<file path="config.mk">
export PLATFORM = sky130hd
export DESIGN_NAME = pll_reset_sequencer
export DESIGN_NICKNAME = d
export VERILOG_FILES = /design/src/rtl/pll_reset_sequencer.sv
export SDC_FILE = /design/constraint.sdc
export NUM_CORES = 1
export LEC_CHECK = 0
export CAP_MARGIN = 10
export CORE_MARGIN = 4
export CORE_UTILIZATION = 36
export CTS_CLUSTER_DIAMETER = 60
export DETAILED_ROUTE_END_ITERATION = 8
export GPL_ROUTABILITY_DRIVEN = 0
export PLACE_DENSITY = 0.52
export SLEW_MARGIN = 20
export SYNTH_ARGS = -nofsm -noshare
export SYNTH_HDL_FRONTEND = slang
export SYNTH_SLANG_ARGS = --single-unit
</file>
<file path="constraint.sdc">
create_clock -name clkin -period 4.23 [get_ports clkin]
set_clock_uncertainty 0.1 [all_clocks]
set_input_delay 0.846 -clock clkin [delete_from_list [all_inputs] [get_ports clkin]]
set_output_delay 0.846 -clock clkin [all_outputs]
set_load 0.05 [all_outputs]
</file>
<file path="src/rtl/pll_reset_sequencer.sv">
`default_nettype none
// ============================================================================
// Module   : pll_reset_sequencer
// Brief    : PLL reset/lock qualifier with staggered domain reset release.
// Revision : 1.0
// ============================================================================
module pll_reset_sequencer #(
    parameter int NDOMAINS     = 4,
    parameter int RST_CYCLES   = 16,
    parameter int LOCK_STABLE  = 1024,
    parameter int LOCK_TIMEOUT = 65536,
    parameter int STAGGER      = 8
) (
    input  logic                clkin,
    input  logic                rstn,
    input  logic                pll_locked,
    input  logic                req,
    output logic                pll_rst,
    output logic [NDOMAINS-1:0] domain_rst,
    output logic                ready,
    output logic [7:0]          retry_count,
    output logic [2:0]          state
);

    localparam logic [2:0] c_ST_RESET_PLL = 3'd0;
    localparam logic [2:0] c_ST_WAIT_LOCK = 3'd1;
    localparam logic [2:0] c_ST_STABLE    = 3'd2;
    localparam logic [2:0] c_ST_RELEASE   = 3'd3;
    localparam logic [2:0] c_ST_RUN       = 3'd4;

    localparam int c_MAX_A = (RST_CYCLES > LOCK_STABLE) ? RST_CYCLES : LOCK_STABLE;
    localparam int c_MAX_B = (LOCK_TIMEOUT > STAGGER) ? LOCK_TIMEOUT : STAGGER;
    localparam int c_MAX   = (c_MAX_A > c_MAX_B) ? c_MAX_A : c_MAX_B;
    localparam int CW      = $clog2(c_MAX + 1);

    localparam logic [CW-1:0] c_ONE      = CW'(1);
    localparam logic [CW-1:0] c_RST_LAST = CW'(RST_CYCLES - 1);
    localparam logic [CW-1:0] c_LS_LAST  = CW'(LOCK_STABLE - 1);
    localparam logic [CW-1:0] c_TO_LAST  = CW'(LOCK_TIMEOUT - 1);
    localparam logic [CW-1:0] c_STG_LAST = CW'(STAGGER - 1);

    logic [1:0]          r_sync;
    logic [2:0]          r_state;
    logic [CW-1:0]       r_cnt;
    logic [NDOMAINS-1:0] r_dr;
    logic                r_pll_rst;
    logic                r_ready;
    logic [7:0]          r_retry;

    logic                w_locked_s;
    logic [NDOMAINS-1:0] w_dr_shift;
    logic [2:0]          w_state_nxt;
    logic [CW-1:0]       w_cnt_nxt;
    logic [NDOMAINS-1:0] w_dr_nxt;
    logic                w_pll_rst_nxt;
    logic                w_ready_nxt;
    logic [7:0]          w_retry_nxt;
    logic                w_fault;
    logic                w_advance;

    assign w_locked_s = r_sync[1];
    // Bit 0 is released first, so each release step shifts a zero in from the bottom.
    assign w_dr_shift = r_dr << 1;

    always_ff @(posedge clkin or negedge rstn) begin
        if (!rstn) begin
            r_sync <= 2'b00;
        end else begin
            r_sync <= {r_sync[0], pll_locked};
        end
    end

    always_comb begin
        w_state_nxt   = r_state;
        w_cnt_nxt     = r_cnt + c_ONE;
        w_dr_nxt      = r_dr;
        w_pll_rst_nxt = r_pll_rst;
        w_ready_nxt   = r_ready;
        w_fault       = 1'b0;
        w_advance     = 1'b0;

        case (r_state)
            c_ST_RESET_PLL: begin
                if (r_cnt == c_RST_LAST) begin
                    w_state_nxt   = c_ST_WAIT_LOCK;
                    w_cnt_nxt     = '0;
                    w_pll_rst_nxt = 1'b0;
                end
            end
            c_ST_WAIT_LOCK: begin
                // The sample that leaves WAIT_LOCK is the first of the stable run.
                if (w_locked_s) begin
                    if (LOCK_STABLE == 1) begin
                        w_advance = 1'b1;
                    end else begin
                        w_state_nxt = c_ST_STABLE;
                        w_cnt_nxt   = c_ONE;
                    end
                end else if (r_cnt == c_TO_LAST) begin
                    w_fault = 1'b1;
                end
            end
            c_ST_STABLE: begin
                if (!w_locked_s) begin
                    w_state_nxt = c_ST_WAIT_LOCK;
                    w_cnt_nxt   = '0;
                end else if (r_cnt == c_LS_LAST) begin
                    w_advance = 1'b1;
                end
            end
            c_ST_RELEASE: begin
                if (!w_locked_s) begin
                    w_fault = 1'b1;
                end else if (r_cnt == c_STG_LAST) begin
                    w_advance = 1'b1;
                end
            end
            c_ST_RUN: begin
                w_cnt_nxt = r_cnt;
                if (!w_locked_s) begin
                    w_fault = 1'b1;
                end
            end
            default: begin
                w_state_nxt   = c_ST_RESET_PLL;
                w_cnt_nxt     = '0;
                w_dr_nxt      = '1;
                w_pll_rst_nxt = 1'b1;
                w_ready_nxt   = 1'b0;
            end
        endcase

        if (w_advance) begin
            w_dr_nxt    = w_dr_shift;
            w_cnt_nxt   = '0;
            w_ready_nxt = (w_dr_shift == '0);
            w_state_nxt = (w_dr_shift == '0) ? c_ST_RUN : c_ST_RELEASE;
        end

        // A request coinciding with a fault still yields a single restart.
        if (w_fault || (req && (r_state != c_ST_RESET_PLL))) begin
            w_state_nxt   = c_ST_RESET_PLL;
            w_cnt_nxt     = '0;
            w_dr_nxt      = '1;
            w_pll_rst_nxt = 1'b1;
            w_ready_nxt   = 1'b0;
        end

        w_retry_nxt = (w_fault && (r_retry != 8'hFF)) ? (r_retry + 8'd1) : r_retry;
    end

    always_ff @(posedge clkin or negedge rstn) begin
        if (!rstn) begin
            r_state   <= c_ST_RESET_PLL;
            r_cnt     <= '0;
            r_dr      <= '1;
            r_pll_rst <= 1'b1;
            r_ready   <= 1'b0;
            r_retry   <= 8'd0;
        end else begin
            r_state   <= w_state_nxt;
            r_cnt     <= w_cnt_nxt;
            r_dr      <= w_dr_nxt;
            r_pll_rst <= w_pll_rst_nxt;
            r_ready   <= w_ready_nxt;
            r_retry   <= w_retry_nxt;
        end
    end

    assign pll_rst     = r_pll_rst;
    assign domain_rst  = r_dr;
    assign ready       = r_ready;
    assign retry_count = r_retry;
    assign state       = r_state;

endmodule
`default_nettype wire
</file>
### Yosys cells after proc, flatten, opt, wreduce, memory -nomap -nowiden

Index checks and enable logic that the tools add are counted.

| word-level totals | value |
|---|---|
| input port bits | 4 |
| output and inout bits | 17 |
| register bits after elaboration | 36 |
| word-level logic and storage cells | 68 |

| cells by class | value |
|---|---|
| reductions and logical operators | 11 |
| mux-type cells | 31 |
| $add $sub $neg | 2 |
| equality and inequality tests | 17 |

Operator list:

| cell | count |
|---|---|
| $mux 17 | 5 |
| $pmux 17 s5 | 1 |
| $mux 3 | 6 |
| $add 17x1->17 const B | 1 |
| $eq 17x10->1 const B | 1 |
| $eq 17x16->1 const B | 1 |
| $eq 17x3->1 const B | 1 |
| $eq 17x4->1 const B | 1 |
| $mux 1 | 12 |
| $mux 4 | 3 |
| $ne 4x4->1 const B | 3 |
| $pmux 3 s4 | 1 |
| $add 8x1->8 const B | 1 |
| $ne 8x8->1 const B | 1 |
| $eq 3x2->1 const B | 2 |
| $ne 3x1->1 const B | 2 |
| $ne 3x3->1 const B | 2 |
| $pmux 1 s2 | 3 |
| $reduce_or 5->1 | 1 |
| $logic_not 4->1 | 1 |
| $reduce_and 4->1 | 1 |
| $reduce_or 4->1 | 1 |
| $eq 3x1->1 const B | 1 |
| $eq 3x3->1 const B | 1 |
| 7 further kinds | 8 |

### Depth between registers and ports, before layout

Gate-level depths: netlist (run 1).

| logic depth | value |
|---|---|
| depth after elaboration | 7 |
| mapped depth | 12 |
| gate-level depth less buffers | 9 |

### Worst setup path after synthesis (run 1)

OpenSTA, ideal clock, no wires.

| path | value |
|---|---|
| path type | register to register |
| from | register r_cnt[2] |
| to | register r_retry[1], in the netlist retry_count[1] |
| cell stages (with the launch flop) | 10 |
| arrival time | 2.267 ns |
| data required time | 4.005 ns |
| clock period less this slack | 2.492 ns |
| buffers on the path | 1 |
| setup slack | 1.738 ns |
| setup time | 0.125 ns |
| cells stage by stage | dfrtp_1 > and4_1 > buf_2 > nand4_1 > nor3_1 > ha_1 > o21a_1 > mux2i_1 > a311oi_2 > mux2_2 |

| between the ends | value |
|---|---|
| word-level cells in the longest chain between the ends | 5 |

Ends and longest elaborated chain:

| item | line | source |
|---|---|---|
| from (decl) | 44 | `logic [CW-1:0] r_cnt;` |
| from (signal assigned) | 162 | `r_cnt <= w_cnt_nxt;` |
| $eq 17x16->1 | 99 | `end else if (r_cnt == c_TO_LAST) begin` |
| $mux 1 | 99 |  |
| $mux 1 | 92 | `if (w_locked_s) begin` |
| $pmux 1 s2 | 82 | `case (r_state)` |
| $logic_and 1x1->1 | 149 | `w_retry_nxt = (w_fault && (r_retry != 8'hFF)) ? (r_retry + 8'd1) : r_retry;` |
| to (signal assigned) | 166 | `r_retry <= w_retry_nxt;` |
| to (decl) | 48 | `logic [7:0] r_retry;` |

Every way passes these cells.
A chain may end at the register's enable or synchronous reset.

### Final worst setup path (run 1)

| path | value |
|---|---|
| from | register r_cnt[3] |
| to | register r_retry[1], in the netlist retry_count[1] |

Same word-level chain as after synthesis.

==> summary.md, run 1 <==
| Metric | Value |
|---|---|
| # DRC | `0` |
| Minimum clock period | `2860 ps` |
| Largest family of logic cells by synthesized area | `simple AND/OR/NAND/NOR gates` |
| Htree depth | `2` |
| Net Count, Synth | `237` |
| Max Root-Sink Buffers | `2` |
| Most frequent cells in the layout | `dfrtp_1 (31), nand2_1 (28), clkdlybuf4s50_1 (19)` |
| Initial Util | `0.379` |
| Max Clk Rate | `0.350 GHz` |
| Count of final hold-check violations | `0` |
| Place WS | `1320 ps` |
| Fin util | `0.434` |
| Commonest non-fill, non-tap cell in the layout | `dfrtp_1` |
| Floorplan Core Area | `5610 µm²` |
| Sequential power share | `0.388` |
| Clock Sink Count | `36` |
| Placement Cell Area | `2330 µm²` |
| Post-synthesis mux area share | `0.0171` |
| Io pins | `21` |
| Grt ovf | `0` |
| Worst-margin pin slew | `807 ps` |
| Status | `finished clean` |
| Ant. Diodes | `0` |
| Die width | `84.8 µm` |
| Std cell rows | `27` |
| P_sw | `0.490 mW` |
| Pin count of the biggest net entering global routing | `37` |
| Pleak | `0.962 nW` |
| Clock Latency Late Sink | `290 ps` |
| Synth Instances | `230` |
| Ys Warns | `0` |
| Max VDD drop | `0.000295 V` |
| Max-Cap Viols | `0` |
| CTS Hold Bufs | `0` |
| Worst Hold Class | `reg -> reg` |
| Startpoint Class | `register` |
| Distinct cell type count after synthesis | `53` |
| Pwr/cell area | `488 nW/µm²` |
| EDFF count, synth | `0` |
| Overall Global Routing Usage | `0.156` |
| Adder-cell share of the synthesized area | `0.0177` |
| Simple-gate share of the synthesized area | `0.267` |
| Tcrit/Tclk final | `0.675` |
| Endpoints failing setup | `0` |
| Postcts setup bufs | `0` |
| Cts bufs inserted | `5` |
| Post-Syn Area | `2130 µm²` |
| Setup TNS Final | `0 ps` |
| Worst Setup End Kind | `register` |
| Multi-input gate area | `1090 µm²` |
| Post-DP HPWL | `3620 µm` |
| Critical path class | `reg -> reg` |
| Internal | `0.697 mW` |
| DRT antenna net count | `0` |
| Slew margin rel. | `0.462` |
| Flops & latches, synth | `36` |
| Wire length of the first global-routing pass | `9130 µm` |
| Non-filler instance count after layout | `319` |
| Req. time, crit path | `4300 ps` |
| RSZ-0062 raised after global routing | `false` |
| PostCTS Resize Cnt | `0` |
| Switching share of total power | `0.413` |
| Drt wl/cell | `16.7 µm` |
| Final non-filler cell area | `2430 µm²` |
| DR vias/cell | `5.68` |
| Post-synthesis sequential area ratio | `0.427` |
| Die area | `7200 µm²` |
| Synth Area in Compound Gates | `0.174` |
| Clock-pin transition on the worst setup and hold timing paths | `80 ps` |
| Vias in the first global route | `1,786` |
| Post-synth top flop | `dfrtp_1` |
| Fill count | `579` |
| Die Ht | `84.8 µm` |
| Placed Instances | `311` |
| CTS tree | `done` |
| Final worst slack | `1370 ps` |
| PortBufs | `20` |
| Initial drt markers | `113` |
| Synth Area per Inst | `9.24 µm²` |
| Async SR Flop Fraction | `1.00` |
| Slew Viols, Final | `0` |
| CP Max Fanout | `9` |
| Via count | `1,813` |
| Nets | `253` |
| Clock share of power | `0.232` |
| Router iterations before antenna repair | `4` |
| Post-synthesis xor/xnor area fraction | `0.0371` |
| Initial antenna violation count | `0` |
| CTS Root Cell | `clkbuf_8` |
| Register Area | `907 µm²` |
| R2r setup slk | `1370 ps` |
| Growth of design area from synthesis to finish | `14.4%` |
| Final WL | `5320 µm` |
| Worst path arrival time | `2930 ps` |
| Ratio of cells with drive above 1 in the final layout | `0.101` |
| Logic pwr share | `0.380` |
[through the flow]
step / power [mW] / hold WS (ps)
floorplan: 0.794 / 231
global placement: 0.918 / 237
detailed placement: 0.916 / 241
CTS: 1.20 / 261
global route: 1.26 / 268
finish: 1.19 / 256
[power groups by stage]
stage / sequential (mW) / clock [mW] / combinational, mW
after floorplan: 0.513 / 0 / 0.281
after global placement: 0.465 / 0 / 0.453
after detailed placement: 0.468 / 0 / 0.448
after CTS: 0.461 / 0.283 / 0.452
after global routing: 0.471 / 0.297 / 0.492
final: 0.461 / 0.276 / 0.451
[state kept, by name, summed over array words and instances, names as in the netlist]
name	cells
r_cnt	17
retry_count	8
domain_rst	4
state	3
r_sync	2
pll_rst	1
ready	1
[metal layers]
layer | vias up | track usage | wire, µm
li1 | 885 | - | -
met1 | 892 | 0.230 | 2630
met2 | 32 | 0.235 | 2460
met3 | 4 | 0.0272 | 172
met4 | 0 | 0.0475 | 53
met5 | - | 0 | 0
[path summary, 6_finish.rpt]
kind                           start              to  cells past startpoint
max in group asynchronous       rstn        state[1]                      1
min in group asynchronous       rstn        r_cnt[9]                      1
min reg2reg                r_sync[0]       r_sync[1]                      0
max                         r_cnt[3]  retry_count[1]                      8
max reg2reg                 r_cnt[3]  retry_count[1]                      8
min                        r_sync[0]       r_sync[1]                      0
[synthesized netlist by cell type (4+ instances only)]
| library cell | number | area [µm²] |
|---|---|---|
| inv_1 | 9 | 33.8 |
| nand4_1 | 16 | 100 |
| o211ai_1 | 5 | 37.5 |
| o2111ai_1 | 5 | 43.8 |
| nand2_1 | 28 | 105 |
| nor2_1 | 16 | 60.1 |
| buf_2 | 4 | 20.0 |
| xnor2_1 | 7 | 61.3 |
| o21ai_0 | 14 | 70.1 |
| buf_6 | 4 | 45.0 |
| nor3_1 | 10 | 50.1 |
| and2_1 | 5 | 31.3 |
| dfrtp_1 | 31 | 776 |
| and3_1 | 6 | 37.5 |
| nand3_1 | 6 | 30.0 |
| dfstp_2 | 5 | 131 |
[critical path: stages (launching register included)]
cell,delay (ps)
dfrtp_1,480
and4_1,340
nand4_1,210
nor3_1,230
ha_1,220
o21a_1,120
mux2i_1,70
a311oi_2,570
mux2_2,400
[layout make-up]
type,instances,area share
clock buffers,8,0.0412
inverters,9,0.0139
multi-input cells,172,0.448
flip-flops and latches,36,0.373
well taps,72,0.0371
repair buffers,22,0.0865
[kinds of logic (layout without fill, tap and decap cells)]
group,count (synthesis),count (layout)
AO/OA/AOI/OAI,52,52
XOR/XNOR,9,9
adder cells (fa/ha/maj),3,3
buffers and inverters,22,39
flip-flops,36,36
multiplexers,3,3
AND/OR/NAND/NOR,105,105
Note: power is estimated with default switching activity, not from simulation.
==> run 2: changes to the inputs <==
clock period = 2.65 ns   (was 4.23 ns; I/O delays follow)
==> run 2 against run 1 <==
  * Hold slack lost 24 ps
  * Sequential power grew 55%
  * Cell count is 4.1% higher
  * Highest routed layer unchanged
  * Via count rose by 4.6%
  * Largest cell class unchanged
==> summary.md, run 2 (synthesized netlist as in run 1, its figures left out) <==
| Metric | Value |
|---|---|
| Router iterations before antenna repair | `4` |
| R2r setup slk | `160 ps` |
| Placed Instances | `324` |
| Initial Util | `0.379` |
| Logic pwr share | `0.423` |
| CTS Root Cell | `clkbuf_8` |
| Minimum clock period | `2490 ps` |
| Clock share of power | `0.208` |
| Req. time, crit path | `2730 ps` |
| Die Ht | `84.8 µm` |
| Overall Global Routing Usage | `0.162` |
| Fin util | `0.453` |
| Die width | `84.8 µm` |
| Count of final hold-check violations | `0` |
| Startpoint Class | `register` |
| DRT antenna net count | `0` |
| Slew margin rel. | `0.441` |
| Reg-to-Reg Start | `r_cnt[9]` |
| Worst Setup End Kind | `register` |
| Largest Register | `r_cnt` |
| Initial antenna violation count | `0` |
| Vias in the first global route | `1,891` |
| Max Clk Rate | `0.402 GHz` |
| Max-Cap Viols | `0` |
| Status | `finished clean` |
| Final WL | `5360 µm` |
| Ratio of cells with drive above 1 in the final layout | `0.165` |
| Growth of design area from synthesis to finish | `19.5%` |
| Clock Latency Late Sink | `280 ps` |
| Cts bufs inserted | `5` |
| Clock-pin transition on the worst setup and hold timing paths | `70 ps` |
| Pleak | `1.03 nW` |
| Most frequent cells in the layout | `dfrtp_1 (30), nand2_1 (27), clkdlybuf4s50_1 (19)` |
| Io pins | `21` |
| Worst Hold Class | `in -> async` |
| Ant. Diodes | `0` |
| CTS tree | `done` |
| PortBufs | `20` |
| DR vias/cell | `5.71` |
| Commonest non-fill, non-tap cell in the layout | `dfrtp_1` |
| Wire length of the first global-routing pass | `9520 µm` |
| # DRC | `0` |
| Drt wl/cell | `16.1 µm` |
| Clock Sink Count | `36` |
| Slew Viols, Final | `0` |
| Htree depth | `2` |
| Placement Cell Area | `2430 µm²` |
| Worst-margin pin slew | `839 ps` |
| Final non-filler cell area | `2540 µm²` |
| Non-filler instance count after layout | `332` |
| Floorplan Core Area | `5610 µm²` |
| Switching share of total power | `0.411` |
| Pin count of the biggest net entering global routing | `37` |
| P_sw | `0.797 mW` |
| Endpoints failing setup | `0` |
| Internal | `1.14 mW` |
| Std cell rows | `27` |
| Max Root-Sink Buffers | `2` |
| R2R Path End | `retry_count[1]` |
| Via count | `1,897` |
| Worst path arrival time | `2560 ps` |
| Critical path class | `reg -> reg` |
| Initial drt markers | `175` |
| R2R cell count | `9` |
| Max VDD drop | `0.000436 V` |
| Sequential power share | `0.369` |
| Max FFs per register | `17` |
| Grt ovf | `0` |
| Tcrit/Tclk final | `0.938` |
| Post-DP HPWL | `3770 µm` |
| CP Max Fanout | `8` |
| Nets | `266` |
| Die area | `7200 µm²` |
| Pwr/cell area | `764 nW/µm²` |
## run 2: layout make-up
class	count	area, µm²
fill	583	3070
inverter	9	33.8
multi-input combinational	172	1110
sequential	36	908
timing repair buffer	35	308
tap	72	90.1
clock buffer	6	82.6
clock inverter	2	10.0
## run 2: what timing repair did
action | 4_1_cts | 5_1_grt
resized for setup | 0 | 5
endpoints found under the setup margin | 0 | 6
buffers inserted | 0 | 0
endpoints found under the hold margin | 0 | 0
hold buffers | 0 | 0
## run 2: power groups by stage
stage	logic, mW	registers (mW)	clock network [mW]
global placement	0.802	0.723	0
global route	0.906	0.727	0.455
CTS	0.806	0.715	0.420
finish	0.821	0.716	0.403
floorplan	0.449	0.818	0
detailed placement	0.800	0.725	0
## run 2: worst max-delay path by stage
stage                         from             end  slack [ps]
after floorplan           r_cnt[2]  retry_count[1]         160
after global placement    r_cnt[4]       r_cnt[14]         180
after detailed placement  r_cnt[9]       r_cnt[14]         130
after CTS                 r_cnt[9]       r_cnt[14]         130
after global routing      r_cnt[9]       r_cnt[14]          -4
final                     r_cnt[9]  retry_count[1]         160
## run 2: metal layers
metal | GRT usage | routed length [µm]
met1 | 0.231 | 2640
met2 | 0.246 | 2430
met3 | 0.0466 | 254
met4 | 0.0317 | 31
met5 | 0 | 0
## run 2: critical path, cell delays in order (launching register included)
cell and delay [ps]:
dfrtp_1 420, and4_4 280, nand4_1 190, nor3_1 220, ha_1 210, o21a_1 120, mux2i_1 80, a311oi_2 230
buf_4 190, mux2_2 330
## run 2: metrics by stage
stage	hold WS, ps	power (mW)	worst slack [ps]	TNS, ps
4_1_cts	269	1.94	131	0
5_1_grt	283	2.09	-4.47	-4.47
6_report	232	1.94	164	0
3_5_place_dp	240	1.52	133	0
2_1_floorplan	134	1.27	158	0
3_3_place_gp	238	1.52	180	0
